### config.mk
export PLATFORM = sky130hd
export DESIGN_NAME = neurona_mac_serial
export DESIGN_NICKNAME = d
export VERILOG_FILES = /design/src/rtl/neurona_pkg.sv /design/src/rtl/neurona_sat.sv /design/src/rtl/neurona_mac_serial.sv
export SDC_FILE = /design/constraint.sdc
export NUM_CORES = 1
export LEC_CHECK = 0
export CORE_ASPECT_RATIO = 0.5
export CORE_MARGIN = 5
export CORE_UTILIZATION = 45
export DETAILED_ROUTE_END_ITERATION = 16
export PLACE_DENSITY = 0.68
export SETUP_SLACK_MARGIN = 0.2
export SYNTH_ARGS = -nofsm -noshare
export SYNTH_HDL_FRONTEND = slang
export SYNTH_HIERARCHICAL = 1
export SYNTH_SLANG_ARGS = --single-unit
### constraint.sdc
create_clock -name clk -period 4.6 [get_ports clk]
set_input_delay 0.92 -clock clk [delete_from_list [all_inputs] [get_ports clk]]
set_output_delay 0.92 -clock clk [all_outputs]
set_load 0.01 [all_outputs]
### src/rtl/neurona_pkg.sv
// Shared definitions for the neurona neuron blocks.
//   state_e              : serial MAC controller states (S_ACC accept beats, S_OUT hold result)
//   clog2()              : ceil(log2(value)), used for counter sizing and width checks
//   NEURONA_CHECK_ACC_W  : elaboration-time check that the accumulator cannot overflow
`ifndef NEURONA_PKG_SV
`define NEURONA_PKG_SV

// Expands to a generate block that stops elaboration when ACC cannot hold
// bias + N products of an unsigned PIX-bit pixel by a signed WGT-bit weight.
`define NEURONA_CHECK_ACC_W(ACC, PIX, WGT, N) \
   if ((ACC) < (PIX) + (WGT) + 1 + neurona_pkg::clog2(N)) begin : g_acc_w_illegal \
      $error("neurona: ACC_W too small for PIX_W, WGT_W and N_INPUTS"); \
   end

package neurona_pkg;

   typedef enum logic {
      S_ACC = 1'b0,
      S_OUT = 1'b1
   } state_e;

   function automatic int unsigned clog2(input int unsigned value);
      int unsigned v;
      int unsigned r;
      r = 0;
      v = (value > 0) ? value - 1 : 0;
      while (v > 0) begin
         r = r + 1;
         v = v >> 1;
      end
      return r;
   endfunction

endpackage

`endif

### src/rtl/neurona_sat.sv
// Combinational saturate-and-ReLU stage.
//   din  in  IN_W   signed value (IN_W >= OUT_W)
//   dout out OUT_W  din clamped to the signed OUT_W range; forced to 0 when negative and RELU=1
module neurona_sat #(
   parameter int unsigned IN_W  = 16,
   parameter int unsigned OUT_W = 8,
   parameter int unsigned RELU  = 0
) (
   input  logic signed [IN_W-1:0]  din,
   output logic signed [OUT_W-1:0] dout
);

   if (IN_W < OUT_W || OUT_W < 2) begin : g_width_illegal
      $error("neurona_sat: need IN_W >= OUT_W >= 2");
   end

   // Output range limits expressed at input width for a signed compare.
   localparam logic signed [IN_W-1:0] MaxV = {{(IN_W-OUT_W+1){1'b0}}, {(OUT_W-1){1'b1}}};
   localparam logic signed [IN_W-1:0] MinV = {{(IN_W-OUT_W+1){1'b1}}, {(OUT_W-1){1'b0}}};

   logic signed [OUT_W-1:0] sat;

   always_comb begin
      if (din > MaxV) begin
         sat = {1'b0, {(OUT_W-1){1'b1}}};
      end else if (din < MinV) begin
         sat = {1'b1, {(OUT_W-1){1'b0}}};
      end else begin
         sat = din[OUT_W-1:0];
      end
      dout = sat;
      if (RELU != 0 && sat[OUT_W-1]) begin
         dout = '0;
      end
   end

endmodule

### src/rtl/neurona_mac_serial.sv
// Time-multiplexed neuron: one multiply-accumulate per accepted (pixel, weight) beat,
// bias added on the first beat, result saturated (and optionally ReLU'd) and returned
// over valid/ready.
//   clk, rst   clock, synchronous active-high reset (discards any partial frame)
//   bias       signed bias, sampled on the first accepted beat of a frame
//   in_valid / in_ready / in_pixel / in_weight / in_last   input beat stream
//   out_valid / out_ready / out_data / out_err             result handshake
//   out_err flags a frame whose in_last did not coincide with beat N_INPUTS.
module neurona_mac_serial
   import neurona_pkg::*;
#(
   parameter int unsigned N_INPUTS = 49,
   parameter int unsigned PIX_W    = 1,
   parameter int unsigned WGT_W    = 8,
   parameter int unsigned ACC_W    = 16,
   parameter int unsigned OUT_W    = 8,
   parameter int unsigned RELU     = 0
) (
   input  logic                    clk,
   input  logic                    rst,
   input  logic signed [WGT_W-1:0] bias,
   input  logic                    in_valid,
   output logic                    in_ready,
   input  logic        [PIX_W-1:0] in_pixel,
   input  logic signed [WGT_W-1:0] in_weight,
   input  logic                    in_last,
   output logic                    out_valid,
   input  logic                    out_ready,
   output logic signed [OUT_W-1:0] out_data,
   output logic                    out_err
);

   localparam int unsigned CntW  = clog2(N_INPUTS);
   localparam int unsigned ProdW = PIX_W + WGT_W + 1;
   localparam logic [CntW-1:0] LastCnt = CntW'(N_INPUTS - 1);

   if (N_INPUTS < 2) begin : g_n_inputs_illegal
      $error("neurona_mac_serial: N_INPUTS must be at least 2");
   end
   `NEURONA_CHECK_ACC_W(ACC_W, PIX_W, WGT_W, N_INPUTS)

   state_e                  state_q, state_d;
   logic [CntW-1:0]         cnt_q, cnt_d;
   logic signed [ACC_W-1:0] acc_q, acc_d;
   logic                    err_q, err_d;

   logic                    accept;
   logic                    cnt_at_last;
   logic                    frame_end;
   logic signed [PIX_W:0]   pix_s;
   logic signed [ProdW-1:0] prod;
   logic signed [ACC_W-1:0] prod_ext;
   logic signed [ACC_W-1:0] bias_ext;

   // Pixel is unsigned: prepend a zero so the signed multiply treats it as positive.
   assign pix_s    = $signed({1'b0, in_pixel});
   assign prod     = ProdW'(pix_s) * ProdW'(in_weight);
   assign prod_ext = ACC_W'(prod);
   assign bias_ext = ACC_W'(bias);

   assign in_ready    = (state_q == S_ACC);
   assign out_valid   = (state_q == S_OUT);
   assign accept      = in_valid & in_ready;
   assign cnt_at_last = (cnt_q == LastCnt);
   // Close on whichever comes first: the sender's in_last or the N-th beat.
   assign frame_end   = in_last | cnt_at_last;

   always_comb begin
      state_d = state_q;
      cnt_d   = cnt_q;
      acc_d   = acc_q;
      err_d   = err_q;
      unique case (state_q)
         S_ACC: begin
            if (accept) begin
               acc_d = ((cnt_q == '0) ? bias_ext : acc_q) + prod_ext;
               if (frame_end) begin
                  state_d = S_OUT;
                  cnt_d   = '0;
                  err_d   = in_last ^ cnt_at_last;
               end else begin
                  cnt_d = cnt_q + CntW'(1);
               end
            end
         end
         S_OUT: begin
            if (out_ready) begin
               state_d = S_ACC;
            end
         end
         default: state_d = S_ACC;
      endcase
   end

   always_ff @(posedge clk) begin
      if (rst) begin
         state_q <= S_ACC;
         cnt_q   <= '0;
         acc_q   <= '0;
         err_q   <= 1'b0;
      end else begin
         state_q <= state_d;
         cnt_q   <= cnt_d;
         acc_q   <= acc_d;
         err_q   <= err_d;
      end
   end

   // acc is frozen in S_OUT, so out_data stays stable under back-pressure.
   neurona_sat #(
      .IN_W (ACC_W),
      .OUT_W(OUT_W),
      .RELU (RELU)
   ) u_sat (
      .din (acc_q),
      .dout(out_data)
   );

   assign out_err = err_q & out_valid;

endmodule
==> Word-level counts from Yosys, hierarchy flattened <==
Index checks and enable logic that the tools add are counted.
{ "op_classes": {"add_sub_neg": 2, "multipliers": 1, "n_lt_le_gt_ge": 2, "eq_ne": 1, "mux": 8, "bitwise_logic": 5, "n_reduce_logical": 3} }
{ "op_table": {"columns": ["cell", "count"], "rows": [
  ["16-bit by 10-bit adder with 16-bit output", 1],
  ["16-bit by 8-bit greater-than comparator with 1-bit output (second input constant)", 1],
  ["16-bit by 8-bit < comparator with 1-bit output (second input constant)", 1],
  ["16-bit 2-to-1 mux", 1],
  ["8-bit 2-to-1 mux", 2],
  ["2-bit by 8-bit multiplier with 10-bit output", 1],
  ["6-bit by 1-bit adder with 6-bit output (second input constant)", 1],
  ["6-bit equality test (second input constant)", 1],
  ["6-bit zero test", 1],
  ["6-bit 2-to-1 mux", 1],
  ["1-bit 2-to-1 mux", 3],
  ["3-bit AND reduction", 1],
  ["1-bit bitwise AND", 2],
  ["1-bit one-hot mux with 2 select lines", 1],
  ["2-bit AND reduction", 1],
  ["1-bit inverter", 1],
  ["1-bit OR", 1],
  ["1-bit bitwise XOR", 1]
]} }
{ "word_totals": {"reg_bits": 24, "input_bits": 22, "out_inout_bits": 11, "elab_cells": 26} }

==> Depth between registers and ports, before layout <==
Gate-level depths: netlist of the first run.
{ "depth": {"ltp_word": 5, "ltp_mapped": 13, "mapped_depth_nobuf": 13} }

==> Hierarchy <==
The synthesis of the first run kept the hierarchy.
{ "modules_own_cells": {"columns": ["module", "instances", "cells_per_inst", "area_per_inst_um2", "seq_area_each_um2"], "rows": [
  ["neurona_mac_serial", 1, 255, 2085.8, 480.5],
  ["neurona_sat", 1, 23, 147.6, 0.0]
]} }

==> Worst setup path after synthesis of the first run <==
No wires, ideal clock.
{ "synth_timing": {"path_type": "input to register", "startpoint": "input port bias[7]", "endpoint": "register acc_q[15]", "setup_time_ps": 116, "t_arrival_ps": 3396, "required_time_ps": 4484, "setup_slack_ps": 1088, "stages": 11, "path_buffers": 1, "cell_sequence": "nor3b_1 > and2_1 > clkbuf_1 > a21o_1 > ha_1 > ha_1 > a211oi_2 > o211ai_1 > a311o_1 > a2111o_1 > o211a_1"} }
{ "synth_via": {"elab_chain_len": 2} }
{ "synth_rtl": {"columns": ["item", "line", "source"], "rows": [
  ["from (decl)", "neurona_mac_serial.sv:21", "input logic signed [WGT_W-1:0] bias,"],
  ["16-bit 2-to-1 mux", "neurona_mac_serial.sv:76", "acc_d = ((cnt_q == '0) ? bias_ext : acc_q) + prod_ext;"],
  ["16-bit by 10-bit adder with 16-bit output", "neurona_mac_serial.sv:76", null],
  ["to (signal assigned)", "neurona_mac_serial.sv:99", "acc_q <= '0;"],
  ["to (signal assigned)", "neurona_mac_serial.sv:104", "acc_q <= acc_d;"],
  ["to (decl)", "neurona_mac_serial.sv:44", "logic signed [ACC_W-1:0] acc_q, acc_d;"]
]} }
Every way passes these cells.
A chain may end at the register's enable or synchronous reset.

==> Final worst setup path of the first run <==
{ "layout_timing": {"startpoint": "register cnt_q[0]", "endpoint": "register acc_q[15]"} }
{ "layout_via": {"elab_chain_len": 3} }
{ "layout_rtl": {"columns": ["item", "line", "source"], "rows": [
  ["from (decl)", "neurona_mac_serial.sv:43", "logic [CntW-1:0] cnt_q, cnt_d;"],
  ["from (signal assigned)", "neurona_mac_serial.sv:103", "cnt_q <= cnt_d;"],
  ["6-bit zero test", "neurona_mac_serial.sv:76", null],
  ["16-bit 2-to-1 mux", "neurona_mac_serial.sv:76", null],
  ["16-bit by 10-bit adder with 16-bit output", "neurona_mac_serial.sv:76", null]
]} }
Every way passes these cells.

==> metrics.yaml, run 1 <==
status: "finished, final reports clean"
fmaxAchievable_ghz: 0.249
hold_buffers: 0
wirelength_mm: 5.61
drt.antenna.violating_nets: 0
slew_headroom_pct: 43.4
grt_pass1_wl_mm: 9.34
ios: 33
worstReg2RegStart: "cnt_q[0]"
hold_viol: 0
core_um2: 4860
power.leakage_uw: 0.00117
postCtsResizedCells: 0
cp_cell_sequence: "inv_1, ha_1, nor3b_2, nand2_1, mux2_2, ha_1, ha_1, fa_1, a21oi_1, o211ai_1, a311o_1, a2111o_1, o211a_1"
synth_edf_count: 0
grt_start_max_net_pins: 25
fin_nets: 360
cts_tree: "done"
rows: 18
period_share_pct: 87.4
ys_warn_count: 6
finalSetupTns_ps: 0
drt_iter0_drc: 162
async_reset_ff_share_pct: 0
setup-violations-final: 0
diodes: 0
first_pass_iters: 4
cp-endpoint: "acc_q[15]"
drive_gt1_share_pct: 5.92
syn_area_um2: 2230
synth.avg_cell_area_um2: 8.03
initial_core_util_pct: 45.9
min_period_ps: 4020
ff2ff_path_depth: 13
overflow: 0
cp.arrival_ps: 4190
critical_path.reg2reg.endpoint: "acc_q[15]"
clk_pin_slew_ps: 90
min_from: "acc_q[0]"
die-height_um: 59.8
crit_path_end_kind: "flip-flop"
die_w_um: 110
cts_root_buf: "clkbuf_8"
path_buf_inv: 1
hp-class: "reg -> reg"
port_buffers: 32
final_max_slew_viol_count: 0
rsz0062_at_grt: "false"
maxCapViolations: 0
clk_latency_ps: 270
path_max_fanout: 7
synth_cell_type_count: 48
vdd_drop_max_uv: 127
die-area_um2: 6560
grt_pass1_vias: 2011
cts-htree-levels: 1
crit_type: "reg -> reg"
worst_pin_slew_ps: 846
slowest_delay_ps: 440
cts_buffer_depth: 2
fillers: 455
synth-main-ff-cell: "dfxtp_1"
top_layer: "met4"
wl_met2_mm: 2.62
post-cts-setup-buffer-count: 0
globalRouteTotalUtil_pct: 17.9
finalClockSkew_ps: 1.13
wl_per_cell_um: 15.0
vias: 2143
crit_top_cell: "ha_1"
met3RoutedLength_um: 311
start_kind: "flip-flop"
critical_path.top_delay_family: "compound AO/OA/AOI/OAI gates"
synth_seq_cells: 24
hpwl_mm: 4.48
viasPerCell: 5.73
gp_congestion: 0.890
final_util_pct: 54.8
rrSetupSlack_ps: 580
numCtsBuffers: 3
antenna_found_initial: 0
worstSetupPathDepth: 13
power_density_nw_per_um2: 274
syn2layout_area_growth_pct: 19.3
wl_met1_mm: 2.57
ys_seq_area_share_pct: 21.5
clock-sinks: 24
route.detailed.drc: 0
cp-startpoint: "cnt_q[0]"
synth_nets: 333
cp_slowest_cell: "a311o_1"
crit_required_ps: 4770
postSynthCellCount: 278
==> per-stage QoR <==
step / area [µm²] / total power [µW] / cells / hold WS, ps / setup WS [ps]
final: 2660 / 730 / 374 / 488 / 581
after global routing: 2660 / 784 / 374 / 528 / 327
after CTS: 2660 / 733 / 374 / 486 / 583
after detailed placement: 2610 / 586 / 370 / 474 / 433
after global placement: 2610 / 577 / 370 / 462 / 519
after floorplan: 2230 / 465 / 278 / 449 / 1090
==> registers in the layout, indices dropped and copies added (netlist names) <==
name,count
acc_q,16
cnt_q,6
err_q,1
out_valid,1
==> worst min path at each step <==
stage | endpoint | slack, ps | depth (start not counted)
global placement | err_q | 460 | 2
finish | acc_q[0] | 490 | 2
floorplan | err_q | 450 | 2
global route | cnt_q[0] | 530 | 2
CTS | acc_q[0] | 490 | 2
detailed placement | acc_q[0] | 470 | 2
==> kinds of logic (layout without fill, tap and decap cells) <==
family	after synthesis	after routing	synth area share [%]
buffers and inverters	21	47	3.64
xor gates and xnor gates	9	9	3.53
AOI/OAI and AO/OA	84	84	25.8
muxes	7	7	3.53
adders and majority gates	33	33	18.8
and+or+nand+nor	100	100	23.1
DFF	24	24	21.5
==> Yosys cell counts (all sizes together) (2+ instances only) <==
| master | n | area [µm²] |
|---|---|---|
| a211oi | 3 | 27.5 |
| a21boi | 2 | 15.0 |
| a21o | 13 | 97.6 |
| a21oi | 30 | 150 |
| a2bb2oi | 7 | 61.3 |
| a311o | 2 | 20.0 |
| and2 | 11 | 68.8 |
| and3 | 3 | 18.8 |
| and4 | 2 | 17.5 |
| buf | 2 | 10.0 |
| clkbuf | 10 | 37.5 |
| dfxtp | 24 | 480 |
| ha | 32 | 400 |
| inv | 9 | 33.8 |
| mux2 | 7 | 78.8 |
| nand2 | 29 | 109 |
| nand3 | 9 | 45.0 |
| nand3b | 3 | 22.5 |
| nand4 | 5 | 31.3 |
| nor2 | 19 | 71.3 |
| nor2b | 3 | 18.8 |
| nor3 | 2 | 10.0 |
| nor3b | 7 | 57.6 |
| nor4 | 2 | 12.5 |
| o211a | 2 | 20.0 |
| o211ai | 5 | 37.5 |
| o21ai | 7 | 35.0 |
| o21bai | 2 | 15.0 |
| or2 | 2 | 12.5 |
| xnor2 | 2 | 17.5 |
| xor2 | 7 | 61.3 |
==> routing by layer <==
| metal | track usage [%] | up-vias |
|---|---|---|
| li1 | - | 1076 |
| met1 | 22.6 | 995 |
| met2 | 31.8 | 59 |
| met3 | 3.13 | 13 |
| met4 | 4.97 | 0 |
| met5 | 0 | - |
==> worst min-delay path: stages (launching register included) <==
cell	delay, ps
dfxtp_1	340
nand2_1	60
a21oi_1	50
==> placed cells by master, fill, tap and decap left out, types with 9 or more instances in the layout <==
cell type        count
a21o_1              13
a21oi_1             30
and2_1              11
clkdlybuf4s50_1     32
dfxtp_1             24
ha_1                32
inv_1                9
nand2_1             29
nand3_1              9
nor2_1              19
==> cell type report <==
type | instances | area, µm² | area share [%]
tap | 70 | 87.6 | 3.29
sequential | 24 | 480 | 18.0
clock buffer | 4 | 55.1 | 2.07
inverter | 9 | 33.8 | 1.27
timing repair buffer | 34 | 335 | 12.6
multi-input combinational | 233 | 1670 | 62.8
==> power by group <==
group,switching [µW],leakage (µW),internal [µW]
Clock,71.2,0.0000288,76.5
Sequential,23.3,0.000197,228
Combinational,168,0.000946,163
(Power assumes the default switching activity.)
==> run 2, diff against run 1 <==
--- a/config.mk
+++ b/config.mk
@@ -5,10 +5,12 @@
 export SDC_FILE = /design/constraint.sdc
 export NUM_CORES = 1
 export LEC_CHECK = 0
+export ABC_CLOCK_PERIOD_IN_PS = 4600
 export CORE_ASPECT_RATIO = 0.5
 export CORE_MARGIN = 5
 export CORE_UTILIZATION = 45
 export DETAILED_ROUTE_END_ITERATION = 16
+export HOLD_SLACK_MARGIN = 0.06
 export PLACE_DENSITY = 0.68
 export SETUP_SLACK_MARGIN = 0.2
 export SYNTH_ARGS = -nofsm -noshare
==> constraint.sdc (replaced) <==
create_clock -name clk -period 4.6 [get_ports clk]
set_input_delay 0.92 -clock clk [delete_from_list [all_inputs] [get_ports clk]]
set_output_delay 0.92 -clock clk [all_outputs]
set_load 0.05 [all_outputs]
==> results of run 2 <==
Same layout as run 1 (identical final DEF). Status: finished, final reports clean.
Among the figures that moved: total power 730 µW -> 796 µW; worst IR drop on VDD 127 µV -> 145 µV
==> run 3, diff against run 2 <==
--- a/config.mk
+++ b/config.mk
@@ -5,14 +5,13 @@
 export SDC_FILE = /design/constraint.sdc
 export NUM_CORES = 1
 export LEC_CHECK = 0
-export ABC_CLOCK_PERIOD_IN_PS = 4600
+export ABC_CLOCK_PERIOD_IN_PS = 4400
 export CORE_ASPECT_RATIO = 0.5
 export CORE_MARGIN = 5
 export CORE_UTILIZATION = 45
 export DETAILED_ROUTE_END_ITERATION = 16
 export HOLD_SLACK_MARGIN = 0.06
 export PLACE_DENSITY = 0.68
-export SETUP_SLACK_MARGIN = 0.2
 export SYNTH_ARGS = -nofsm -noshare
 export SYNTH_HDL_FRONTEND = slang
 export SYNTH_HIERARCHICAL = 1
==> constraint.sdc (replaced) <==
create_clock -name clk -period 4.4 [get_ports clk]
set_input_delay 0.88 -clock clk [delete_from_list [all_inputs] [get_ports clk]]
set_output_delay 0.88 -clock clk [all_outputs]
set_load 0.05 [all_outputs]
==> metrics.yaml, run 3 (synthesized netlist as in run 1, its figures left out) <==
drt.antenna.violating_nets: 0  # unchanged
dp_slack_ps: 277  # was 433 ps
cts_root_buf: "clkbuf_8"  # unchanged
die-height_um: 59.8  # unchanged
path_max_fanout: 8  # was 7
wl_per_cell_um: 14.9  # was 15.0 µm
slew_headroom_pct: 44.5  # was 43.4%
route.detailed.drc: 0  # unchanged
mostFrequentLayoutCells: "32 x ha_1, 32 x clkdlybuf4s50_1, 30 x a21oi_1"  # unchanged
numCtsBuffers: 3  # unchanged
core_um2: 4860  # unchanged
crit_type: "in -> reg"  # was reg -> reg
clk_pin_slew_ps: 80  # was 90 ps
final_max_slew_viol_count: 0  # unchanged
rsz0062_at_grt: "false"  # unchanged
cts-htree-levels: 1  # unchanged
dp_cells: 375  # was 370
drive_gt1_share_pct: 7.44  # was 5.92%
grt_pass1_wl_mm: 9.52  # was 9.34 mm
period_share_pct: 88.4
overflow: 0  # unchanged
die_w_um: 110  # unchanged
finalSetupTns_ps: 0  # unchanged
first_pass_iters: 4  # unchanged
finalClockSkew_ps: 6.30  # was 1.13 ps
ios: 33  # unchanged
die-area_um2: 6560  # unchanged
power.leakage_uw: 0.00120  # was 0.00117 µW
hpwl_mm: 4.50  # was 4.48 mm
power_density_nw_per_um2: 309  # was 299 nW/µm²
fin_nets: 365  # was 360
totalPowerFinal_uw: 835  # was 796 µW
crit_required_ps: 4570  # was 4770 ps
syn2layout_area_growth_pct: 21.0  # was 19.3%
hp-class: "reg -> reg"  # unchanged
postCtsResizedCells: 0  # unchanged
drt_iter0_drc: 93  # was 162
fin_ws_ps: 512  # was 581 ps
grt_start_max_net_pins: 25  # unchanged
viasPerCell: 5.64  # was 5.73
hold_buffers: 0  # unchanged
maxCapViolations: 0  # unchanged
fin_cells: 379  # was 374
post-cts-setup-buffer-count: 0  # unchanged
vias: 2136  # was 2143
largest_reg_flops: 16  # unchanged
clk_latency_ps: 270  # about the same
crit_path_end_kind: "flip-flop"  # unchanged
cts_tree: "done"  # unchanged
port_buffers: 32  # unchanged
antenna_found_initial: 0  # unchanged
hold_viol: 0  # unchanged
globalRouteTotalUtil_pct: 18.5  # was 17.9%
top_regs: "acc_q x16, cnt_q x6"  # unchanged
diodes: 0  # unchanged
clock-sinks: 24  # unchanged
rows: 18  # unchanged
initial_core_util_pct: 45.9  # unchanged
start_kind: "input pin"  # was flip-flop
wirelength_mm: 5.67  # was 5.61 mm
fmaxAchievable_ghz: 0.257
cp.arrival_ps: 4060  # was 4190 ps
vdd_drop_max_uv: 146  # was 145 µV
grt_pass1_vias: 2064  # was 2011
worst_pin_slew_ps: 831  # was 846 ps
setup-violations-final: 0  # unchanged
min_period_ps: 3890
gp_congestion: 0.938  # was 0.890
status: "finished, final reports clean"  # unchanged
top_register: "acc_q"  # unchanged
cts_buffer_depth: 2  # unchanged
==> run 3: changes by cell type in the layout (fill, tap and decap cells not counted), sizes merged <==
cell / change
buf: +5
==> run 3: path summary, 6_finish.rpt <==
kind	slack, ps	to	startpoint	depth (start not counted)
setup / recovery	510	acc_q[15]	bias[7]	11
hold / removal	490	err_q	err_q	2
setup reg to reg	560	acc_q[15]	cnt_q[0]	13
hold reg to reg	490	err_q	err_q	2
==> run 3: metal layers <==
metal	vias up	wire length [µm]	GRT usage (%)	part of all wire, %
li1	1088	-	-	-
met1	996	2710	23.3	48
met2	45	2710	33.6	48
met3	7	161	2.59	2.8
met4	0	76	4.97	1.3
met5	-	0	0	0
==> run 3: cell type report <==
type / instances / area (µm²)
repair buffers: 39 / 373
clock buffers: 4 / 55.1
multi-input cells: 233 / 1670
fillers: 467 / 2160
inverters: 9 / 33.8
well taps: 70 / 87.6
flip-flops and latches: 24 / 480
==> run 3: where the power goes <==
group          switching [µW]  total, µW  internal (µW)
combinational             245        419            174
sequential               23.9        262            238
clock                    74.5        155           80.1
==> run 3: stage by stage <==
step	hold slack (ps)	area, µm²	utilization [%]
after CTS	489	2700	55.5
after global placement	459	2650	54.4
after floorplan	449	2230	-
after detailed placement	474	2650	54.4
final	489	2700	55.5
after global routing	501	2700	55.5
==> run 3: critical path: stages <==
cell and delay [ps]:
clkdlybuf4s50_1 480, nor3b_1 240, and2_1 340, a21o_1 120, ha_1 220, ha_1 380
a211oi_2 240, o211ai_1 200, a311o_1 450, a2111o_1 370, o211a_1 120
